<file path="src/rtl/piezo_pkg.sv">
// piezo_pkg: note half-periods, source/state encodings and lookup helpers
// shared by the piezo sound scheduler and its tone generator.
package piezo_pkg;
   localparam logic [10:0] HP_DO = 11'd1911;
   localparam logic [10:0] HP_RE = 11'd1703;
   localparam logic [10:0] HP_MI = 11'd1517;
   localparam logic [10:0] HP_SO = 11'd1276;
   typedef enum logic [1:0] {SRC_NONE = 2'd0, SRC_CLICK = 2'd1, SRC_RESULT = 2'd2, SRC_MELODY = 2'd3} src_t;
   typedef enum logic [1:0] {ST_IDLE = 2'd0, ST_NOTE = 2'd1, ST_GAP = 2'd2} state_t;
   // Arbitration rank: result beats melody beats click; the source code order differs.
   function automatic logic [1:0] src_prio(input src_t s);
      return s == SRC_RESULT ? 2'd3 : s == SRC_MELODY ? 2'd2 : s == SRC_CLICK ? 2'd1 : 2'd0;
   endfunction
   function automatic logic [10:0] note_hp(input src_t s, input logic [1:0] idx, input logic eq);
      return s == SRC_CLICK ? HP_SO : s == SRC_RESULT ? (eq ? HP_DO : HP_RE) :
             idx == 2'd0 ? HP_DO : idx == 2'd1 ? HP_RE : idx == 2'd2 ? HP_MI : HP_SO;
   endfunction
endpackage

</file>
<file path="src/rtl/piezo_tone_gen.sv">
// piezo_tone_gen: square wave toggling every half_period cycles; en=0 holds
// the output low and clears the counter so each note starts low and in phase.
module piezo_tone_gen (
   input  logic        clk_1mhz,
   input  logic        rst_n,
   input  logic        en,
   input  logic [10:0] half_period,
   output logic        piezo
);
   logic [10:0] cnt_q, cnt_d;
   logic        piezo_q, piezo_d, wrap;
   assign wrap = cnt_q == half_period - 11'd1;
   always_comb begin
      cnt_d   = !en ? '0 : wrap ? '0 : cnt_q + 11'd1;
      piezo_d = !en ? 1'b0 : wrap ? ~piezo_q : piezo_q;
   end
   always_ff @(posedge clk_1mhz or negedge rst_n) begin
      if (!rst_n) begin
         cnt_q   <= '0;
         piezo_q <= 1'b0;
      end else begin
         cnt_q   <= cnt_d;
         piezo_q <= piezo_d;
      end
   end
   assign piezo = piezo_q;
endmodule

</file>
<file path="src/rtl/piezo_sound_scheduler.sv">
// piezo_sound_scheduler: arbitrates one-shot sound requests by fixed priority
// and steps the chosen note table with ms-timed notes and gaps.
module piezo_sound_scheduler
   import piezo_pkg::*;
#(
   parameter int TICK_DIV    = 1000,
   parameter int CLICK_MS    = 50,
   parameter int RESULT_MS   = 2000,
   parameter int MEL_NOTE_MS = 200,
   parameter int MEL_GAP_MS  = 20
) (
   input  logic       clk_1mhz,
   input  logic       rst_n,
   input  logic       req_click,
   input  logic       req_result,
   input  logic       result_equal,
   input  logic       req_melody,
   output logic       busy,
   output logic [1:0] active_src,
   output logic       done,
   output logic       req_drop,
   output logic       piezo
);
   state_t      state_q, state_d;
   src_t        src_q, src_d, win;
   logic [1:0]  idx_q, idx_d;
   logic        eq_q, eq_d, done_q, done_d, drop_q, drop_d;
   logic [9:0]  tick_q, tick_d;
   logic [10:0] ms_q, ms_d, len;
   logic        accept, multi, tick, expire, last, note_start, clear;
   assign win    = req_result ? SRC_RESULT : req_melody ? SRC_MELODY : req_click ? SRC_CLICK : SRC_NONE;
   assign multi  = (req_click & req_result) | (req_click & req_melody) | (req_result & req_melody);
   assign accept = src_prio(win) > src_prio(src_q);
   assign tick   = tick_q == 10'(TICK_DIV - 1);
   assign len    = state_q == ST_GAP ? 11'(MEL_GAP_MS) : src_q == SRC_CLICK ? 11'(CLICK_MS) :
                   src_q == SRC_RESULT ? 11'(RESULT_MS) : 11'(MEL_NOTE_MS);
   assign expire = tick && ms_q == len - 11'd1;
   assign last   = src_q != SRC_MELODY || idx_q == 2'd3;
   // A new note (accept, preempt or gap end) holds the tone generator cleared for one edge.
   assign note_start = accept | (state_q == ST_GAP & expire);
   assign clear      = accept | expire | state_q == ST_IDLE;
   always_comb begin
      state_d = state_q;
      src_d   = src_q;
      idx_d   = idx_q;
      eq_d    = eq_q;
      done_d  = 1'b0;
      if (accept) begin
         state_d = ST_NOTE;
         src_d   = win;
         idx_d   = '0;
         eq_d    = win == SRC_RESULT ? result_equal : eq_q;
      end else if (expire && state_q == ST_GAP) begin
         state_d = ST_NOTE;
         idx_d   = idx_q + 2'd1;
      end else if (expire && state_q == ST_NOTE) begin
         state_d = last ? ST_IDLE : ST_GAP;
         src_d   = last ? SRC_NONE : src_q;
         done_d  = last;
      end
      tick_d = clear || tick ? '0 : tick_q + 10'd1;
      ms_d   = clear ? '0 : ms_q + {10'd0, tick};
      drop_d = multi | (win != SRC_NONE & ~accept);
   end
   always_ff @(posedge clk_1mhz or negedge rst_n) begin
      if (!rst_n) begin
         state_q <= ST_IDLE;
         src_q   <= SRC_NONE;
         idx_q   <= '0;
         eq_q    <= 1'b0;
         done_q  <= 1'b0;
         drop_q  <= 1'b0;
         tick_q  <= '0;
         ms_q    <= '0;
      end else begin
         state_q <= state_d;
         src_q   <= src_d;
         idx_q   <= idx_d;
         eq_q    <= eq_d;
         done_q  <= done_d;
         drop_q  <= drop_d;
         tick_q  <= tick_d;
         ms_q    <= ms_d;
      end
   end
   piezo_tone_gen u_tone (
      .clk_1mhz   (clk_1mhz),
      .rst_n      (rst_n),
      .en         (state_d == ST_NOTE && !note_start),
      .half_period(note_hp(src_q, idx_q, eq_q)),
      .piezo      (piezo)
   );
   assign busy       = state_q != ST_IDLE;
   assign active_src = src_q;
   assign done       = done_q;
   assign req_drop   = drop_q;
endmodule
</file>
<file path="config.mk">
export PLATFORM = sky130hd
export DESIGN_NAME = piezo_sound_scheduler
export DESIGN_NICKNAME = d
export VERILOG_FILES = /design/src/rtl/piezo_pkg.sv /design/src/rtl/piezo_tone_gen.sv /design/src/rtl/piezo_sound_scheduler.sv
export SDC_FILE = /design/constraint.sdc
export NUM_CORES = 1
export LEC_CHECK = 0
export ABC_CLOCK_PERIOD_IN_PS = 7800
export CELL_PAD_IN_SITES_DETAIL_PLACEMENT = 1
export CELL_PAD_IN_SITES_GLOBAL_PLACEMENT = 1
export CORE_ASPECT_RATIO = 1.2
export CORE_UTILIZATION = 51
export CTS_CLUSTER_DIAMETER = 150
export CTS_CLUSTER_SIZE = 10
export DETAILED_ROUTE_END_ITERATION = 12
export PLACE_DENSITY = 0.85
export REMOVE_ABC_BUFFERS = 1
export SLEW_MARGIN = 40
export SYNTH_ARGS = -nofsm -noshare
export SYNTH_HDL_FRONTEND = slang
export SYNTH_HIERARCHICAL = 1
export SYNTH_SLANG_ARGS = --single-unit
</file>
<file path="constraint.sdc">
create_clock -name clk_1mhz -period 7.8 [get_ports clk_1mhz]
set_input_delay 1.56 -clock clk_1mhz [delete_from_list [all_inputs] [get_ports clk_1mhz]]
set_output_delay 1.56 -clock clk_1mhz [all_outputs]
set_load 0.01 [all_outputs]
</file>
**Word level (Yosys, flattened, before mapping)**

Cells that the tools add are included.

- Bits in registers: 42
- Bits in latches: 0
- Bits in writable memories: 0
- Bits in read-only memories: 0
- Input bits: 6
- Logic and storage cells: 101
- Memories kept: 0

- $add $sub $neg: 6
- Multipliers: 0
- Divide/modulo/power cells: 0
- $lt $le $gt $ge: 1
- Eq/ne operators: 18
- Shifts and indexed selects: 0
- Muxes and demuxes: 37
- Bitwise logic cells: 13
- Reduce and logical (&&, ||, !) cells: 16

Operators by type and width:

| kind | count |
|---|---|
| $mux W11 | 6 |
| $mux W10 | 5 |
| $mux W2 | 16 |
| $eq A11 B11 Y1 | 2 |
| $sub A11 B1 Y11 const B | 2 |
| $mux W9 | 2 |
| $eq A2 B2 Y1 const B | 7 |
| $add A11 B1 Y11 | 1 |
| $add A11 B1 Y11 const B | 1 |
| $add A10 B1 Y10 const B | 1 |
| $eq A10 B10 Y1 const B | 1 |
| $eq A2 B1 Y1 const B | 5 |
| $reduce_bool A2 Y1 | 5 |
| $mux W1 | 8 |
| $ne A2 B2 Y1 const B | 3 |
| $or A1 B1 Y1 | 6 |
| $and A1 B1 Y1 | 5 |
| $logic_and A1 B1 Y1 | 4 |
| $logic_not A2 Y1 | 2 |
| $reduce_and A3 Y1 | 1 |
| $add A2 B1 Y2 const B | 1 |
| $gt A2 B2 Y1 | 1 |
| $logic_or A1 B1 Y1 | 2 |
| $not A1 Y1 | 2 |
| 2 further kinds | 2 |

**Logic depth before layout (Yosys ltp)**

Gate-level depths: netlist (run 1).

- Depth after elaboration: 14
- Depth in mapped cells: 14
- Gate-level depth less buffers: 12

**Cells and area by module**

The synthesis (run 1) kept the hierarchy.

Modules (own cells, without submodules):

| module | times used | cells an instance | area each (um2) | sequential area each (um2) |
|---|---|---|---|---|
| piezo_sound_scheduler | 1 | 192 | 1838.0 | 750.7 |
| piezo_tone_gen | 1 | 101 | 913.4 | 300.3 |

**Worst setup path before layout (run 1)**

Ideal clock, no wire load.

- Path kind: input-to-reg
- Start point: in req_melody
- End point: reg u_tone.cnt_q[2]
- Data arrival time: 3.452 ns
- Required time: 7.681 ns
- Path slack: 4.230 ns
- Stages on the path: 11
- Path buffers: 2
- Cells stage by stage: nor2_1 or2_2 ha_1 ha_1 a21oi_1 clkbuf_1 nor3_1 and2b_1 o41ai_2 buf_4 nor2_1

- Longest elaborated chain between the ends: 11

RTL lines:

| what | RTL line | text |
|---|---|---|
| from (decl) | piezo_sound_scheduler.sv:17 | `input logic req_melody,` |
| $mux W2 * (2 in a row) | piezo_sound_scheduler.sv:31 | `assign win = req_result ? SRC_RESULT : req_melody ? SRC_MELODY : req_click ? SRC_CLICK : SRC_NONE;` |
| $eq A2 B1 Y1 | piezo_pkg.sv:12 | `return s == SRC_RESULT ? 2'd3 : s == SRC_MELODY ? 2'd2 : s == SRC_CLICK ? 2'd1 : 2'd0;` |
| $mux W1 | piezo_pkg.sv:12 |  |
| $mux W2 | piezo_pkg.sv:12 |  |
| $mux W2 * | piezo_pkg.sv:12 |  |
| $gt A2 B2 Y1 * | piezo_sound_scheduler.sv:33 | `assign accept = src_prio(win) > src_prio(src_q);` |
| $mux W2 or $or A1 B1 Y1 (tied branches) | piezo_sound_scheduler.sv:48, piezo_sound_scheduler.sv:40 |  |
| $eq A2 B1 Y1 or $logic_not A1 Y1 (tied branches) | piezo_sound_scheduler.sv:89 | `.en (state_d == ST_NOTE && !note_start),` |
| $logic_and A1 B1 Y1 * | piezo_sound_scheduler.sv:89 |  |
| $mux W11 * | piezo_tone_gen.sv:14 | `cnt_d = !en ? '0 : wrap ? '0 : cnt_q + 11'd1;` |
| via u_tone.cnt_d[2] | piezo_tone_gen.sv:10 | `logic [10:0] cnt_q, cnt_d;` |
| to (signal assigned) | piezo_tone_gen.sv:22 | `cnt_q <= cnt_d;` |
| to (decl) | piezo_tone_gen.sv:10 |  |

The timed path passes the listed nets; every way through them passes the cells marked *.
A chain may end at the register's enable or synchronous reset.

**Final worst setup path (run 1)**

- Start point: in req_melody
- End point: reg u_tone.cnt_q[7]

Same word-level chain as after synthesis.

==> run summary, run 1 <==
status = finished clean
Rows = 28
vias in the first global route = 2261
total grt overflow = 0
Pleak = 0.00140 µW
Syn Std Cell Area = 2750 µm²
Synth cell types = 52
Synth Warn # = 6
Post-synth EDFFs = 0
Mapped Cells = 293
initial core utilization = 54.5%
Clock Skews = 9.77 ps
initial antenna violation count = 0
largest stage delay on the critical path = 540 ps
Synth top area share = 38.2%
routability cong. = 0.744
Chip Height = 82.5 µm
CTS Sinks = 42
router iterations before antenna repair = 4
Placement Setup Slack = 3280 ps
layout cells sized above 1 = 7.55%
FMAX = 250 MHz
Total GRT Usage = 23.3%
PortBufs = 11
top area cells in the synthesized netlist = dfrtp_1, ha_1, xor2_1
die width = 69.1 µm
number of remaining DRC errors = 0
Crit Reg-Reg Endpoint = u_tone/cnt_q[7]
Sw Ratio = 41.8%
worst setup path startpoint = req_melody
die area = 5690 µm²
Power Dens Cells = 270 nW/µm²
antenna viol nets, final = 0
hold buffers post-CTS = 0
Tightest Pin Transition = 668 ps
max-slew violation count = 0
design area = 3060 µm²
setup TNS = 0 ps
Non-Filler Instances = 378
DR WL/cell = 16.5 µm
vias per inst = 5.66
Worst Path Required = 7970 ps
Starting DRT DRC Count = 42
# setup viols final = 0
crit path max-delay cell type = clkdlybuf4s50_1
CTS clk-pin slew, worst paths = 90 ps
sequential power share = 32.8%
fraction of the cycle the final worst path needs = 51.2%
R2R Setup Slk = 4440 ps
CP endpoint = u_tone/cnt_q[7]
Clock Tree Buf Depth = 2
core area = 5040 µm²
final net count = 341
Comb power frac = 46.2%
setup bufs post-CTS = 0
cts bufs inserted = 5
Slew HR = 55.3%
crit path time final = 3990 ps
clock power share = 21.0%
CTS tree = built
dpl cells = 370
critical path class = in2reg
# resized after CTS = 0
Crit. End Element = flip-flop
post-synth top area cell = dfrtp_1
net load switching power = 346 µW
placed instance area = 2950 µm²
final hold vios = 0
Hold Path Class = reg2reg
first-pass GRT wire length = 10.4 mm
n_diodes = 0
register bit count reported by yosys = 42
Max VDD drop = 0.118 mV
average size of a mapped cell = 9.39 µm²
post-route setup slack = 3810 ps
top_reg_cell synth = dfrtp_1
Syn-to-layout area delta = 11.3%
worst skew pair latency = 300 ps
Layout Utilization = 60.7%
Ports = 12
RSZ-0062 raised after global routing = no
CP Cell Sequence = clkdlybuf4s50_1, nor2_1, or2_2, ha_1, ha_1, inv_1, a21oi_1, a21oi_2, nor3_1, and2b_1, o41ai_4, nor2_1
Worst R2R Start = active_src[0]
Max-Cap Viols = 0
Startpoint Class = input port
Critical Path AT = 4160 ps
total wire length = 6.23 mm
DR vias = 2141
H-tree depth = 2
CTS root buffer = clkbuf_8
async set-reset flop share out of synthesis = 100%
CP Max Fanout = 12
post-synthesis sequential area ratio = 38.2%
largest net degree at the start of global routing = 43
internal power = 480 µW
dpl hpwl = 4.60 mm
R2R depth = 12
## synth_stat cells, types with 4 or more instances
library cell / n
nand2_1: 10
inv_1: 19
xnor2_1: 18
nor2_1: 47
clkbuf_1: 5
ha_1: 18
nor3_1: 5
and3_1: 11
a21oi_1: 7
dfrtp_1: 42
o21ai_0: 4
xor2_1: 21
nand2b_1: 6
nand3_1: 19
## cell families (layout without fill, tap and decap cells)
| family | after synthesis | count (layout) | share of synthesized area [%] |
|---|---|---|---|
| other | 1 | 15 | 0.136 |
| buffers and inverters | 27 | 38 | 4.37 |
| adders and majority gates | 18 | 18 | 8.19 |
| DFF | 42 | 42 | 38.2 |
| AOI/OAI and AO/OA | 37 | 37 | 11.2 |
| xor gates and xnor gates | 39 | 39 | 12.4 |
| muxes | 5 | 5 | 1.96 |
| and+or+nand+nor | 124 | 124 | 23.6 |
## registers in the layout (all words and copies together) (netlist names)
signal,count
u_tone/piezo,1
done,1
state_q,2
u_tone/cnt_q,11
idx_q,2
active_src,2
eq_q,1
tick_q,10
ms_q,11
req_drop,1
## final cells by class
| type | count | area (µm²) |
|---|---|---|
| multi-input cells | 238 | 1650 |
| well taps | 60 | 75.1 |
| flip-flops and latches | 42 | 1050 |
| inverters | 19 | 71.3 |
| clock buffers | 5 | 68.8 |
| fillers | 595 | 1980 |
| repair buffers | 11 | 108 |
| clock inverters | 3 | 40.0 |
## metal layers
metal  up-vias  GRT usage, %  part of all wire [%]
li1       1044             -                     -
met1      1063          26.1                    43
met2        27          45.0                    54
met3         7          3.16                   1.7
met4         0          8.98                   1.3
met5         -             0                     0
## how the worst min path moves through the flow
stage               cells past startpoint       from        end
floorplan                               1  tick_q[0]  tick_q[0]
global placement                        1  tick_q[0]  tick_q[0]
global route                            1  tick_q[0]  tick_q[0]
detailed placement                      1  tick_q[0]  tick_q[0]
finish                                  1  tick_q[0]  tick_q[0]
CTS                                     1  tick_q[0]  tick_q[0]
## through the flow
| stage | hold WS, ps | total power [µW] |
|---|---|---|
| final | 501 | 826 |
| after detailed placement | 495 | 654 |
| after CTS | 506 | 832 |
| after global routing | 532 | 884 |
| after global placement | 486 | 626 |
| after floorplan | 455 | 534 |
## critical path, delay by kind of cell
kind / cells / cell delay [ps]
simple gates: 5 / 880
buf+inv: 2 / 600
compound gates: 3 / 600
fa+ha+maj: 2 / 520
## power by group through the flow
stage	clock [µW]	combinational (µW)	sequential, µW
after floorplan	0	263	271
after CTS	176	385	271
final	173	382	271
after global placement	0	352	273
after detailed placement	0	379	275
after global routing	184	425	275
## cell usage in the layout (no fill, tap or decap), drive strengths merged, types with 2 or more instances in the layout
| master | instances |
|---|---|
| xnor2 | 18 |
| a2111oi | 4 |
| clkinv | 2 |
| mux2 | 3 |
| inv | 19 |
| a211oi | 2 |
| ha | 18 |
| nor2 | 47 |
| nand3 | 19 |
| or4 | 3 |
| conb | 15 |
| o21ai | 4 |
| nor4 | 3 |
| o21a | 2 |
| a31oi | 3 |
| nand2b | 6 |
| a21oi | 7 |
| nor3b | 2 |
| nor3 | 5 |
| a21o | 3 |
| o22ai | 2 |
| clkdlybuf4s50 | 10 |
| or2 | 2 |
| and3 | 11 |
| or3 | 3 |
| and2b | 2 |
| clkbuf | 5 |
| xor2 | 21 |
| mux2i | 2 |
| o41ai | 3 |
| dfrtp | 42 |
| nor2b | 3 |
| nand2 | 10 |
No activity file was read; power rests on OpenSTA's default activity.
==> run 2: changes to the inputs <==
ABC_CLOCK_PERIOD_IN_PS = 3200   (was 7800)
CORE_UTILIZATION = 43   (was 51)
PLACE_DENSITY = 0.76   (was 0.85)
clock period = 3.2 ns   (was 7.8 ns; I/O delays follow)
==> run 2 against run 1 <==
Global-route usage decreased by 3.2 points. Total power up 140%. Utilization is 9.2 points lower. Non-clock buffer count rose by 10. Sequential power grew 140%. Hold slack worse by 170 ps. Clock skew increased by 0.58 ps. First-iteration DRC count shrank 48%. Design area is 2.4% higher. Setup slack got worse by 3600 ps.
==> run summary, run 2 (synthesis results as in run 1) <==
total wire length = 6.03 mm (was 6.23 mm)
final hold vios = 0 (unchanged)
CP Max Fanout = 7 (was 12)
initial core utilization = 45.2% (was 54.5%)
die width = 75.0 µm (was 69.1 µm)
initial antenna violation count = 0 (unchanged)
# resized after CTS = 0 (unchanged)
number of remaining DRC errors = 0 (unchanged)
Ports = 12 (unchanged)
die area = 6720 µm² (was 5690 µm²)
total power = 1980 µW (was 826 µW)
final net count = 351 (was 341)
FILL cells = 741 (was 595)
fraction of the cycle the final worst path needs = 92.5%
CTS tree = built (unchanged)
CTS clk-pin slew, worst paths = 80 ps (was 90 ps)
DR WL/cell = 14.7 µm (was 16.5 µm)
Chip Height = 89.6 µm (was 82.5 µm)
vias in the first global route = 2243 (was 2261)
Max-Cap Viols = 0 (unchanged)
busiest grt layer = met2 (unchanged)
Clock Tree Buf Depth = 2 (unchanged)
CP most frequent cell = inv_1
Crit. End Element = flip-flop (unchanged)
cts bufs inserted = 5 (unchanged)
design area = 3140 µm² (was 3060 µm²)
R2R depth = 13 (was 12)
antenna viol nets, final = 0 (unchanged)
CTS Sinks = 42 (unchanged)
sequential power share = 33.0% (was 32.8%)
Worst Path Required = 3420 ps (was 7970 ps)
Critical Path AT = 3180 ps (was 4160 ps)
hold buffers post-CTS = 0 (unchanged)
Tightest Pin Transition = 617 ps (was 668 ps)
R2R Setup Slk = 240 ps (was 4440 ps)
# setup viols final = 0 (unchanged)
layout cells sized above 1 = 10.1% (was 7.55%)
largest net degree at the start of global routing = 43 (unchanged)
Worst R2R Start = active_src[1] (was active_src[0])
met3 usage = 3.57% (was 3.16%)
Hold Path Class = in2async (was reg2reg)
core area = 6090 µm² (was 5040 µm²)
net load switching power = 818 µW (was 346 µW)
setup bufs post-CTS = 0 (unchanged)
Startpoint Class = flip-flop (was input port)
first-pass GRT wire length = 10.2 mm (was 10.4 mm)
biggest regs = ms_q x11, u_tone/cnt_q x11, tick_q x10 (unchanged)
Slew HR = 58.4% (was 55.3%)
commonest non-fill, non-tap cells in the layout = nor2_1, dfrtp_1, xor2_1 (unchanged)
critical path class = reg2reg (was in2reg)
total grt overflow = 0 (unchanged)
Max VDD drop = 0.301 mV (was 0.118 mV)
H-tree depth = 2 (unchanged)
Starting DRT DRC Count = 22 (was 42)
routability cong. = 0.787 (was 0.744)
met1 GRT Util = 23.9% (was 26.1%)
DR vias = 2136 (was 2141)
Pleak = 0.00142 µW (was 0.00140 µW)
n_diodes = 0 (unchanged)
FMAX = 338 MHz
met2 Use GR = 35.7% (was 45.0%)
dpl hpwl = 4.69 mm (was 4.60 mm)
Rows = 31 (was 28)
placed instance area = 3040 µm² (was 2950 µm²)
largest stage delay on the critical path = 520 ps (was 540 ps)
crit path time final = 2960 ps
router iterations before antenna repair = 4 (unchanged)
Sw Ratio = 41.3% (was 41.8%)
worst skew pair latency = 290 ps (was 300 ps)
RSZ-0062 raised after global routing = no (unchanged)
setup TNS = 0 ps (unchanged)
Clock Skews = 10.3 ps (was 9.77 ps)
status = finished clean (unchanged)
CTS root buffer = clkbuf_8 (unchanged)
Crit Reg-Reg Endpoint = u_tone/piezo (was u_tone/cnt_q[7])
CP Cell Sequence = inv_1, ha_1, inv_1, o21a_1, inv_1, ha_1, nor2b_1, o21ai_0, o311ai_0, buf_4, nand4_2, or4b_1, a21boi_1 (was clkdlybuf4s50_1, nor2_1, or2_2, ha_1, ha_1, inv_1, a21oi_1, a21oi_2, nor3_1, and2b_1, o41ai_4, nor2_1)
clock power share = 17.8% (was 21.0%)
Comb power frac = 49.2% (was 46.2%)
most common cell after layout, fill and taps aside = nor2_1 (unchanged)
internal power = 1160 µW (was 480 µW)
Total GRT Usage = 20.1% (was 23.3%)
Syn-to-layout area delta = 14.0% (was 11.3%)
dpl cells = 402 (was 370)
crit path max-delay cell type = or4b_1 (was clkdlybuf4s50_1)
PortBufs = 11 (unchanged)
Power Dens Cells = 632 nW/µm² (was 270 nW/µm²)
Non-Filler Instances = 410 (was 378)
vias per inst = 5.21 (was 5.66)
max-slew violation count = 0 (unchanged)
-- run 2: cell types whose count changed in the layout (fill, tap and decap cells not counted) --
cell        delta
a21oi_2        -1
o41ai_2        +1
clkinv_2       -1
bufinv_16      -1
clkinvlp_4     +1
a21oi_1        +1
buf_4         +10
o41ai_4        -1
clkbuf_8       +1
-- run 2: worst max path at each step --
stage,to,slack [ps],startpoint,cells after the start
after global placement,u_tone/cnt_q[3],150,req_melody,13
final,u_tone/piezo,240,active_src[1],13
after floorplan,u_tone/cnt_q[10],400,active_src[0],12
after CTS,u_tone/piezo,180,active_src[1],12
after detailed placement,u_tone/cnt_q[5],50,req_click,13
after global routing,u_tone/piezo,8,active_src[1],12
-- run 2: metal layers --
layer,part of all wire [%],vias up
li1,-,1056
met1,44,1061
met2,52,13
met3,1.3,6
met4,1.9,0
met5,0,-
-- run 2: final cells by class --
cell class	instances	area (µm²)	area share [%]
multi-input cells	238	1630	52.1
clock buffers	6	82.6	2.63
inverters	19	71.3	2.27
flip-flops and latches	42	1050	33.5
clock inverters	2	12.5	0.399
repair buffers	21	183	5.83
well taps	82	103	3.27
-- run 2: power by group through the flow --
stage               combinational, µW  sequential (µW)  clock [µW]
finish                            976              653         353
global placement                  951              664           0
detailed placement                985              666           0
floorplan                         641              660           0
CTS                               991              655         372
global route                     1090              666         391
-- run 2: critical path, delay by kind of cell, from the launching register on --
| kind | cells | cell delay, ps |
|---|---|---|
| and+or+nand+nor | 3 | 800 |
| buffers and inverters | 4 | 530 |
| DFF | 1 | 450 |
| AOI/OAI and AO/OA | 4 | 560 |
| adders and majority gates | 2 | 540 |
-- run 2: stage by stage --
stage,hold slack (ps),setup slack (ps),utilization (%)
5_1_grt,371,7.95,51.5
3_5_place_dp,482,54.9,49.9
6_report,334,239,51.5
3_3_place_gp,477,155,49.9
4_1_cts,351,182,51.5
2_1_floorplan,344,397,-
